File: config.mk
export PLATFORM = sky130hd
export DESIGN_NAME = ex_muldiv_flat
export DESIGN_NICKNAME = d
export VERILOG_FILES = /design/src/rtl/muldiv_pkg.sv /design/src/rtl/ex_muldiv_if.sv /design/src/rtl/muldiv_sign_fix.sv /design/src/rtl/ex_muldiv.sv /design/src/flat_wrapper.sv
export SDC_FILE = /design/constraint.sdc
export NUM_CORES = 1
export LEC_CHECK = 0
export ABC_CLOCK_PERIOD_IN_PS = 3810
export CORE_UTILIZATION = 45
export CTS_CLUSTER_SIZE = 8
export DETAILED_ROUTE_END_ITERATION = 16
export DONT_BUFFER_PORTS = 1
export HOLD_SLACK_MARGIN = 0.02
export PLACE_DENSITY = 0.63
export SYNTH_ARGS = -nofsm -noshare
export SYNTH_HDL_FRONTEND = slang
export SYNTH_HIERARCHICAL = 1
export SYNTH_SLANG_ARGS = --single-unit
File: constraint.sdc
create_clock -name clk_i -period 3.81 [get_ports clk_i]
set_input_delay 0.381 -clock clk_i [delete_from_list [all_inputs] [get_ports clk_i]]
set_output_delay 0.381 -clock clk_i [all_outputs]
set_load 0.05 [all_outputs]
File: src/rtl/muldiv_pkg.sv
// Shared definitions for the EX-stage multiply/divide unit: op codes, FSM states, default width.
// Divide support is enabled by defining MULDIV_DIV_EN.
package muldiv_pkg;

  localparam int DEFAULT_WIDTH = 32;

  typedef enum logic [1:0] {
    OP_MULT  = 2'd0,
    OP_MULTU = 2'd1,
    OP_DIV   = 2'd2,
    OP_DIVU  = 2'd3
  } op_e;

  typedef enum logic [1:0] {
    IDLE = 2'd0,
    CALC = 2'd1,
    FIX  = 2'd2
  } state_e;

  // op[1] selects divide, op[0] selects the unsigned flavour
  function automatic logic op_is_div(input logic [1:0] op);
    return op[1];
  endfunction

  function automatic logic op_is_signed(input logic [1:0] op);
    return ~op[0];
  endfunction

endpackage

File: src/rtl/ex_muldiv_if.sv
// Pipeline-side issue/result bundle of the multiply/divide unit.
// The pipeline drives through the master modport; the unit uses the slave modport.
interface ex_muldiv_if
  import muldiv_pkg::*;
#(
  parameter int WIDTH = DEFAULT_WIDTH
);
  logic             start;
  logic [1:0]       op;
  logic [WIDTH-1:0] rs;
  logic [WIDTH-1:0] rt;
  logic             flush;
  logic [WIDTH-1:0] hi;
  logic [WIDTH-1:0] lo;
  logic             busy;
  logic             stall;
  logic             done;

  modport master (
    output start, op, rs, rt, flush,
    input  hi, lo, busy, stall, done
  );

  modport slave (
    input  start, op, rs, rt, flush,
    output hi, lo, busy, stall, done
  );

endinterface

File: src/rtl/muldiv_sign_fix.sv
// Final two's-complement correction of the {HI,LO} magnitude pair produced by the iterative core.
// Divide-specific selection (quotient/remainder signs, divide-by-zero) exists only with MULDIV_DIV_EN.
module muldiv_sign_fix
  import muldiv_pkg::*;
#(
  parameter int WIDTH = DEFAULT_WIDTH
) (
`ifdef MULDIV_DIV_EN
  input  logic               is_div_i,
  input  logic               rem_neg_i,
  input  logic               div0_i,
  input  logic [WIDTH-1:0]   dividend_i,
`endif
  input  logic [2*WIDTH-1:0] prod_i,
  input  logic               neg_i,
  output logic [WIDTH-1:0]   hi_o,
  output logic [WIDTH-1:0]   lo_o
);

  logic [2*WIDTH-1:0] mul_fixed;

  always_comb begin
    mul_fixed = neg_i ? -prod_i : prod_i;
    hi_o      = mul_fixed[2*WIDTH-1:WIDTH];
    lo_o      = mul_fixed[WIDTH-1:0];
`ifdef MULDIV_DIV_EN
    if (is_div_i) begin
      // Divide by zero bypasses sign correction and returns the raw dividend in HI
      if (div0_i) begin
        hi_o = dividend_i;
        lo_o = '1;
      end else begin
        hi_o = rem_neg_i ? -prod_i[2*WIDTH-1:WIDTH] : prod_i[2*WIDTH-1:WIDTH];
        lo_o = neg_i     ? -prod_i[WIDTH-1:0]       : prod_i[WIDTH-1:0];
      end
    end
`endif
  end

endmodule

File: src/rtl/ex_muldiv.sv
// Iterative multiply/divide unit with HI/LO result registers; one datapath step per cycle.
// Define MULDIV_DIV_EN to include DIV/DIVU; otherwise divide ops are ignored.
module ex_muldiv
  import muldiv_pkg::*;
#(
  parameter int WIDTH = DEFAULT_WIDTH
) (
  input logic        clk_i,
  input logic        rst_i,
  ex_muldiv_if.slave bus
);

  localparam int CW = $clog2(WIDTH);

  state_e             state_q, state_d;
  logic [CW-1:0]      cnt_q, cnt_d;
  logic [2*WIDTH-1:0] prod_q, prod_d;
  logic [WIDTH-1:0]   mcand_q, mcand_d;
  logic               res_neg_q, res_neg_d;
  logic [WIDTH-1:0]   hi_q, hi_d;
  logic [WIDTH-1:0]   lo_q, lo_d;
  logic               done_q, done_d;
`ifdef MULDIV_DIV_EN
  logic               is_div_q, is_div_d;
  logic               rem_neg_q, rem_neg_d;
  logic               div0_q, div0_d;
  logic [WIDTH-1:0]   dividend_q, dividend_d;
`endif

  logic               legal_op;
  logic               accept;
  logic               rs_neg, rt_neg;
  logic [WIDTH-1:0]   rs_mag, rt_mag;
  logic [WIDTH:0]     mul_sum;
  logic [2*WIDTH-1:0] mul_next;
  logic [2*WIDTH-1:0] step_next;
  logic [WIDTH-1:0]   fix_hi, fix_lo;

`ifdef MULDIV_DIV_EN
  assign legal_op = 1'b1;
`else
  assign legal_op = ~op_is_div(bus.op);
`endif

  assign accept = (state_q == IDLE) & bus.start & legal_op & ~bus.flush;

  assign rs_neg = op_is_signed(bus.op) & bus.rs[WIDTH-1];
  assign rt_neg = op_is_signed(bus.op) & bus.rt[WIDTH-1];
  assign rs_mag = rs_neg ? -bus.rs : bus.rs;
  assign rt_mag = rt_neg ? -bus.rt : bus.rt;

  // Shift-add: multiplier sits in the low half and drains out as the product shifts in
  assign mul_sum  = {1'b0, prod_q[2*WIDTH-1:WIDTH]} + (prod_q[0] ? {1'b0, mcand_q} : '0);
  assign mul_next = {mul_sum, prod_q[WIDTH-1:1]};

`ifdef MULDIV_DIV_EN
  logic [WIDTH:0]     rem_sh;
  logic [WIDTH:0]     div_diff;
  logic               div_ge;
  logic [2*WIDTH-1:0] div_next;

  // Restoring divide: {remainder, quotient} shifts left, quotient bits enter at bit 0
  assign rem_sh   = prod_q[2*WIDTH-1:WIDTH-1];
  assign div_diff = rem_sh - {1'b0, mcand_q};
  assign div_ge   = rem_sh >= {1'b0, mcand_q};
  assign div_next = div_ge ? {div_diff[WIDTH-1:0], prod_q[WIDTH-2:0], 1'b1}
                           : {rem_sh[WIDTH-1:0],   prod_q[WIDTH-2:0], 1'b0};
  assign step_next = is_div_q ? div_next : mul_next;
`else
  assign step_next = mul_next;
`endif

  muldiv_sign_fix #(.WIDTH(WIDTH)) u_sign_fix (
`ifdef MULDIV_DIV_EN
    .is_div_i   (is_div_q),
    .rem_neg_i  (rem_neg_q),
    .div0_i     (div0_q),
    .dividend_i (dividend_q),
`endif
    .prod_i     (prod_q),
    .neg_i      (res_neg_q),
    .hi_o       (fix_hi),
    .lo_o       (fix_lo)
  );

  always_comb begin
    state_d   = state_q;
    cnt_d     = cnt_q;
    prod_d    = prod_q;
    mcand_d   = mcand_q;
    res_neg_d = res_neg_q;
    hi_d      = hi_q;
    lo_d      = lo_q;
    done_d    = 1'b0;
`ifdef MULDIV_DIV_EN
    is_div_d   = is_div_q;
    rem_neg_d  = rem_neg_q;
    div0_d     = div0_q;
    dividend_d = dividend_q;
`endif
    case (state_q)
      IDLE: begin
        if (accept) begin
          state_d   = CALC;
          cnt_d     = '0;
          prod_d    = {{WIDTH{1'b0}}, rs_mag};
          mcand_d   = rt_mag;
          res_neg_d = rs_neg ^ rt_neg;
`ifdef MULDIV_DIV_EN
          is_div_d   = op_is_div(bus.op);
          rem_neg_d  = rs_neg;
          div0_d     = (bus.rt == '0);
          dividend_d = bus.rs;
`endif
        end
      end
      CALC: begin
        if (bus.flush) begin
          state_d = IDLE;
        end else begin
          prod_d = step_next;
          cnt_d  = cnt_q + CW'(1);
          if (cnt_q == CW'(WIDTH - 1)) begin
            state_d = FIX;
          end
        end
      end
      FIX: begin
        state_d = IDLE;
        if (!bus.flush) begin
          hi_d   = fix_hi;
          lo_d   = fix_lo;
          done_d = 1'b1;
        end
      end
      default: state_d = IDLE;
    endcase
  end

  always_ff @(posedge clk_i) begin
    if (rst_i) begin
      state_q   <= IDLE;
      cnt_q     <= '0;
      prod_q    <= '0;
      mcand_q   <= '0;
      res_neg_q <= 1'b0;
      hi_q      <= '0;
      lo_q      <= '0;
      done_q    <= 1'b0;
`ifdef MULDIV_DIV_EN
      is_div_q   <= 1'b0;
      rem_neg_q  <= 1'b0;
      div0_q     <= 1'b0;
      dividend_q <= '0;
`endif
    end else begin
      state_q   <= state_d;
      cnt_q     <= cnt_d;
      prod_q    <= prod_d;
      mcand_q   <= mcand_d;
      res_neg_q <= res_neg_d;
      hi_q      <= hi_d;
      lo_q      <= lo_d;
      done_q    <= done_d;
`ifdef MULDIV_DIV_EN
      is_div_q   <= is_div_d;
      rem_neg_q  <= rem_neg_d;
      div0_q     <= div0_d;
      dividend_q <= dividend_d;
`endif
    end
  end

  assign bus.hi    = hi_q;
  assign bus.lo    = lo_q;
  assign bus.busy  = (state_q != IDLE);
  assign bus.done  = done_q;
  // Covers the issue cycle so a dependent HI/LO read in ID is held
  assign bus.stall = (bus.start & legal_op) | (state_q != IDLE);

endmodule
File: src/flat_wrapper.sv
// flat-port wrapper written by rule: the top's interface ports become plain ports
module ex_muldiv_flat import muldiv_pkg::*;
#(
  parameter int WIDTH = DEFAULT_WIDTH
)
  (clk_i, rst_i, bus_start, bus_op, bus_rs, bus_rt, bus_flush, bus_hi, bus_lo, bus_busy, bus_stall, bus_done);
  ex_muldiv_if #(.WIDTH(WIDTH)) bus_i ();
  input logic clk_i;
  input logic rst_i;
  input wire logic [$bits(bus_i.start)-1:0] bus_start;
  input wire logic [$bits(bus_i.op)-1:0] bus_op;
  input wire logic [$bits(bus_i.rs)-1:0] bus_rs;
  input wire logic [$bits(bus_i.rt)-1:0] bus_rt;
  input wire logic [$bits(bus_i.flush)-1:0] bus_flush;
  output wire logic [$bits(bus_i.hi)-1:0] bus_hi;
  output wire logic [$bits(bus_i.lo)-1:0] bus_lo;
  output wire logic [$bits(bus_i.busy)-1:0] bus_busy;
  output wire logic [$bits(bus_i.stall)-1:0] bus_stall;
  output wire logic [$bits(bus_i.done)-1:0] bus_done;
  assign bus_i.start = bus_start;
  assign bus_i.op = bus_op;
  assign bus_i.rs = bus_rs;
  assign bus_i.rt = bus_rt;
  assign bus_i.flush = bus_flush;
  assign bus_hi = bus_i.hi;
  assign bus_lo = bus_i.lo;
  assign bus_busy = bus_i.busy;
  assign bus_stall = bus_i.stall;
  assign bus_done = bus_i.done;
  ex_muldiv #(.WIDTH(WIDTH)) u_core (.clk_i(clk_i), .rst_i(rst_i), .bus(bus_i));
endmodule
==> impl_metrics.csv <==
group,metric,value,unit
floorplan,fp.dieArea,24570,um2
setup_path,worstSetupEndpointType,"flop",
cts,cts_hold_buf,2,
sta,post-route-min-period,3239,ps
setup_path,critPathArrivalTime,3550,ps
setup_path,startpoint,"u_core/prod_q[0]$_SDFFE_PP0P_",
synthesis,yosysWarnings,6,
synthesis,synth_nets,1520,
synthesis,netlist_instances,1412,
layout,area_growth_syn_to_layout,7.593,%
layout,drive_gt1_share,5.882,%
pwr,p_int,0.002874,W
setup_path,worst_ep_required_time,4120,ps
cts,tritoncts,"yes",
cts,cts_buffers,17,
flow_run,max-cap-violations,0,
route,avgViaCountPerCell,5.849,
cts,htreeDepth,4,
floorplan,start_util,45.91,%
sta,finalHoldViolCount,0,
grt,grt_max_degree,121,
layout,register_area,3385,um2
setup_path,r2r_start,"u_core/prod_q[0]$_SDFFE_PP0P_",
place,preCtsSetupSlack,671.1,ps
grt,antenna_found_initial,0,
pwr,combinationalPowerShare,9.7,%
synthesis,avgSynthCellArea,7.632,um2
cts,root_buffer,"clkbuf_16",
sta,setup_viol,0,
layout,postLayoutCoreUtil,49.40,%
floorplan,die_h,156.8,um
sta,timing.final.ws_setup,570.9,ps
grt,grt-ovfl-total,0,
floorplan,io_pins,137,
route,drtIter0Drc,984,
grt,grt_pass1_vias,8889,
layout,multi_input_area,6982,um2
sta,timing.fmax,0.3087,GHz
grt,grt_pass1_wl,48020,um
setup_path,cp_max_fo,32,
sta,timing.final.crit_share,85.02,%
pwr,p_leak,4.042,nW
floorplan,core_area,23470,um2
pwr,switching_share,27.65,%
cts,cts_resized,0,
place,hpwl,22320,um
place,portBuffers,0,
setup_path,worstSetupPathType,"reg -> reg",
place,dp.cells,1660,
layout,fillers,2338,
cts,post-cts-setup-buffers,0,
pwr,power.density,342.6,nW/um2
pwr,p_switching,0.001099,W
sta,finalMaxSlewViolations,0,
sta,rsz0062_at_grt,"false",
floorplan,core.rowCount,56,
synthesis,async_flop_share,0,%
synthesis,synth_seq_cells,169,
route,firstDrtPassIters,6,
route,vias,9920,
status,outcome,"completed",
pwr,seq_power_share,46.3,%
synthesis,synth.yosys.seq_area_share,31.39,%
layout,diodes,0,
sta,slew_headroom,35.94,%
place,gp_congestion,0.9383,
route,ant_nets,0,
layout,finalNonFillerCells,1696,
cts,cts_buffer_depth,2,
min_path,hold_class,"in -> reg",
cts,numClockSinks,169,
route,wl_per_cell,17.99,um
synthesis,syn_area,10780,um2
cts,clk_pin_slew,70,ps
floorplan,dieWidth,156.8,um
setup_path,cp-start-kind,"flop",
sta,tightest_slew,960.8,ps
synthesis,synth_flop_cell,"dfxtp_1",
cts,insertion_delay,430,ps
grt,grt_util_all_layers,24.70,%
sta,fin_tns_setup,0,ps
layout,nets,1472,
pwr,vdd_drop_max,0.2053,mV
synthesis,synth_edf_count,0,
pwr,clkPwrFrac,44.0,%
sta,fin_hold_ws,45.52,ps
min_path,hold_start,"rst_i",
route,finalWirelength,30520,um
route,drc,0,
sta,fin_worst_skew,15.28,ps
synthesis,yosysUniqueCellTypes,65,
==> placed cells by master (no fill, tap or decap), drive strengths merged, types with 4 or more instances in the layout <==
| cell | synthesis | routed |
|---|---|---|
| a21oi | 146 | 146 |
| and3 | 6 | 6 |
| xnor2 | 95 | 95 |
| nor2b | 5 | 5 |
| a31oi | 12 | 12 |
| nor3 | 19 | 19 |
| or2 | 7 | 7 |
| nand4 | 16 | 16 |
| nor2 | 96 | 96 |
| a21o | 8 | 8 |
| dfxtp | 169 | 169 |
| o31ai | 40 | 40 |
| nor4 | 10 | 10 |
| o211ai | 12 | 12 |
| o41ai | 27 | 27 |
| clkbuf | 80 | 17 |
| ha | 37 | 37 |
| or4 | 27 | 27 |
| nand3 | 22 | 22 |
| a211oi | 34 | 34 |
| dlygate4sd3 | 0 | 4 |
| o21ai | 84 | 84 |
| a22oi | 19 | 19 |
| and2 | 36 | 36 |
| buf | 9 | 18 |
| nand2b | 17 | 17 |
| inv | 19 | 28 |
| nand2 | 241 | 241 |
| xor2 | 52 | 52 |
| or3 | 24 | 24 |
==> area by class of cell <==
cell class	count	share of cell area, %
sequential	169	29.19
clock inverter	15	1.360
timing repair buffer	22	1.511
tap	319	3.442
inverter	19	0.6151
clock buffer	17	3.669
multi-input combinational	1135	60.21
==> registers in the layout (all words and copies together) (netlist names) <==
signal and count:
u_core/bus.lo 32, u_core/state_q 2, u_core/cnt_q 5, u_core/bus.done 1, u_core/bus.hi 32, u_core/mcand_q 32
u_core/res_neg_q 1, u_core/prod_q 64
==> power groups by stage <==
stage	Sequential, W	Combinational (W)	Clock [W]
5_1_grt	0.00184	0.000429	0.00185
2_1_floorplan	0.00186	0.000319	0
4_1_cts	0.00184	0.000380	0.00177
3_5_place_dp	0.00188	0.000373	0
6_report	0.00184	0.000387	0.00175
3_3_place_gp	0.00188	0.000370	0
==> worst paths after layout <==
check	endpoint	slack [ps]	cells past startpoint
setup / recovery	u_core/prod_q[62]$_SDFFE_PP0P_	570	11
hold / removal	u_core/cnt_q[2]$_SDFFE_PP0P_	50	1
setup reg to reg	u_core/prod_q[62]$_SDFFE_PP0P_	570	11
hold reg to reg	u_core/mcand_q[31]$_SDFFE_PP0P_	450	2
==> layer usage <==
layer	track usage (%)	vias to the layer above	wire (um)
li1	-	4941	-
met1	37.37	4617	15280
met2	35.17	336	12660
met3	4.514	26	2205
met4	6.443	0	369
met5	0	-	0
==> Yosys cell counts, types with 7 or more instances <==
master,n,area [um2]
nand2b_1,17,106.4
o21ai_0,81,405.4
o211ai_1,12,90.09
or3_1,21,131.4
nand4_1,16,100.1
a22oi_1,19,142.6
or4_1,22,165.2
nand3_1,22,110.1
nor3_1,19,95.09
o31ai_1,38,285.3
inv_1,19,71.32
nor2_1,96,360.4
a211oi_1,34,255.2
a31oi_1,12,75.07
a21oi_1,146,730.7
a21o_1,8,60.06
clkbuf_1,79,296.5
and2_1,36,225.2
nor4_1,7,43.79
xnor2_1,95,832.1
o41ai_1,22,192.7
ha_1,37,462.9
xor2_1,52,455.4
nand2_1,241,904.6
dfxtp_1,169,3383
==> through the flow <==
stage,power (W),area (um2)
after floorplan,0.002182,10780
after global placement,0.002249,10970
after detailed placement,0.002253,10970
after CTS,0.003992,11570
after global routing,0.004122,11590
final,0.003973,11590
==> critical path, cell delays in order (launching register included) <==
cell,delay [ps]
dfxtp_1,380
buf_4,280
nand2_1,150
inv_1,80
ha_1,230
a211oi_1,230
o21ai_1,160
o2111ai_1,390
o211ai_1,230
a2111oi_0,720
or4b_1,200
nand3_1,60
==> cells by family (layout without fill, tap and decap cells) <==
group                      count (synthesis)  in the layout  share of synthesized area, %
AOI/OAI and AO/OA                        405            405                         23.65
adders and majority gates                 38             38                         4.482
and+or+nand+nor                          543            543                         24.42
muxes                                      2              2                        0.1858
xor gates and xnor gates                 147            147                         11.95
DFF                                      169            169                         31.39
buffers and inverters                    108             73                         3.924
Power figures use the tool's default switching activity.
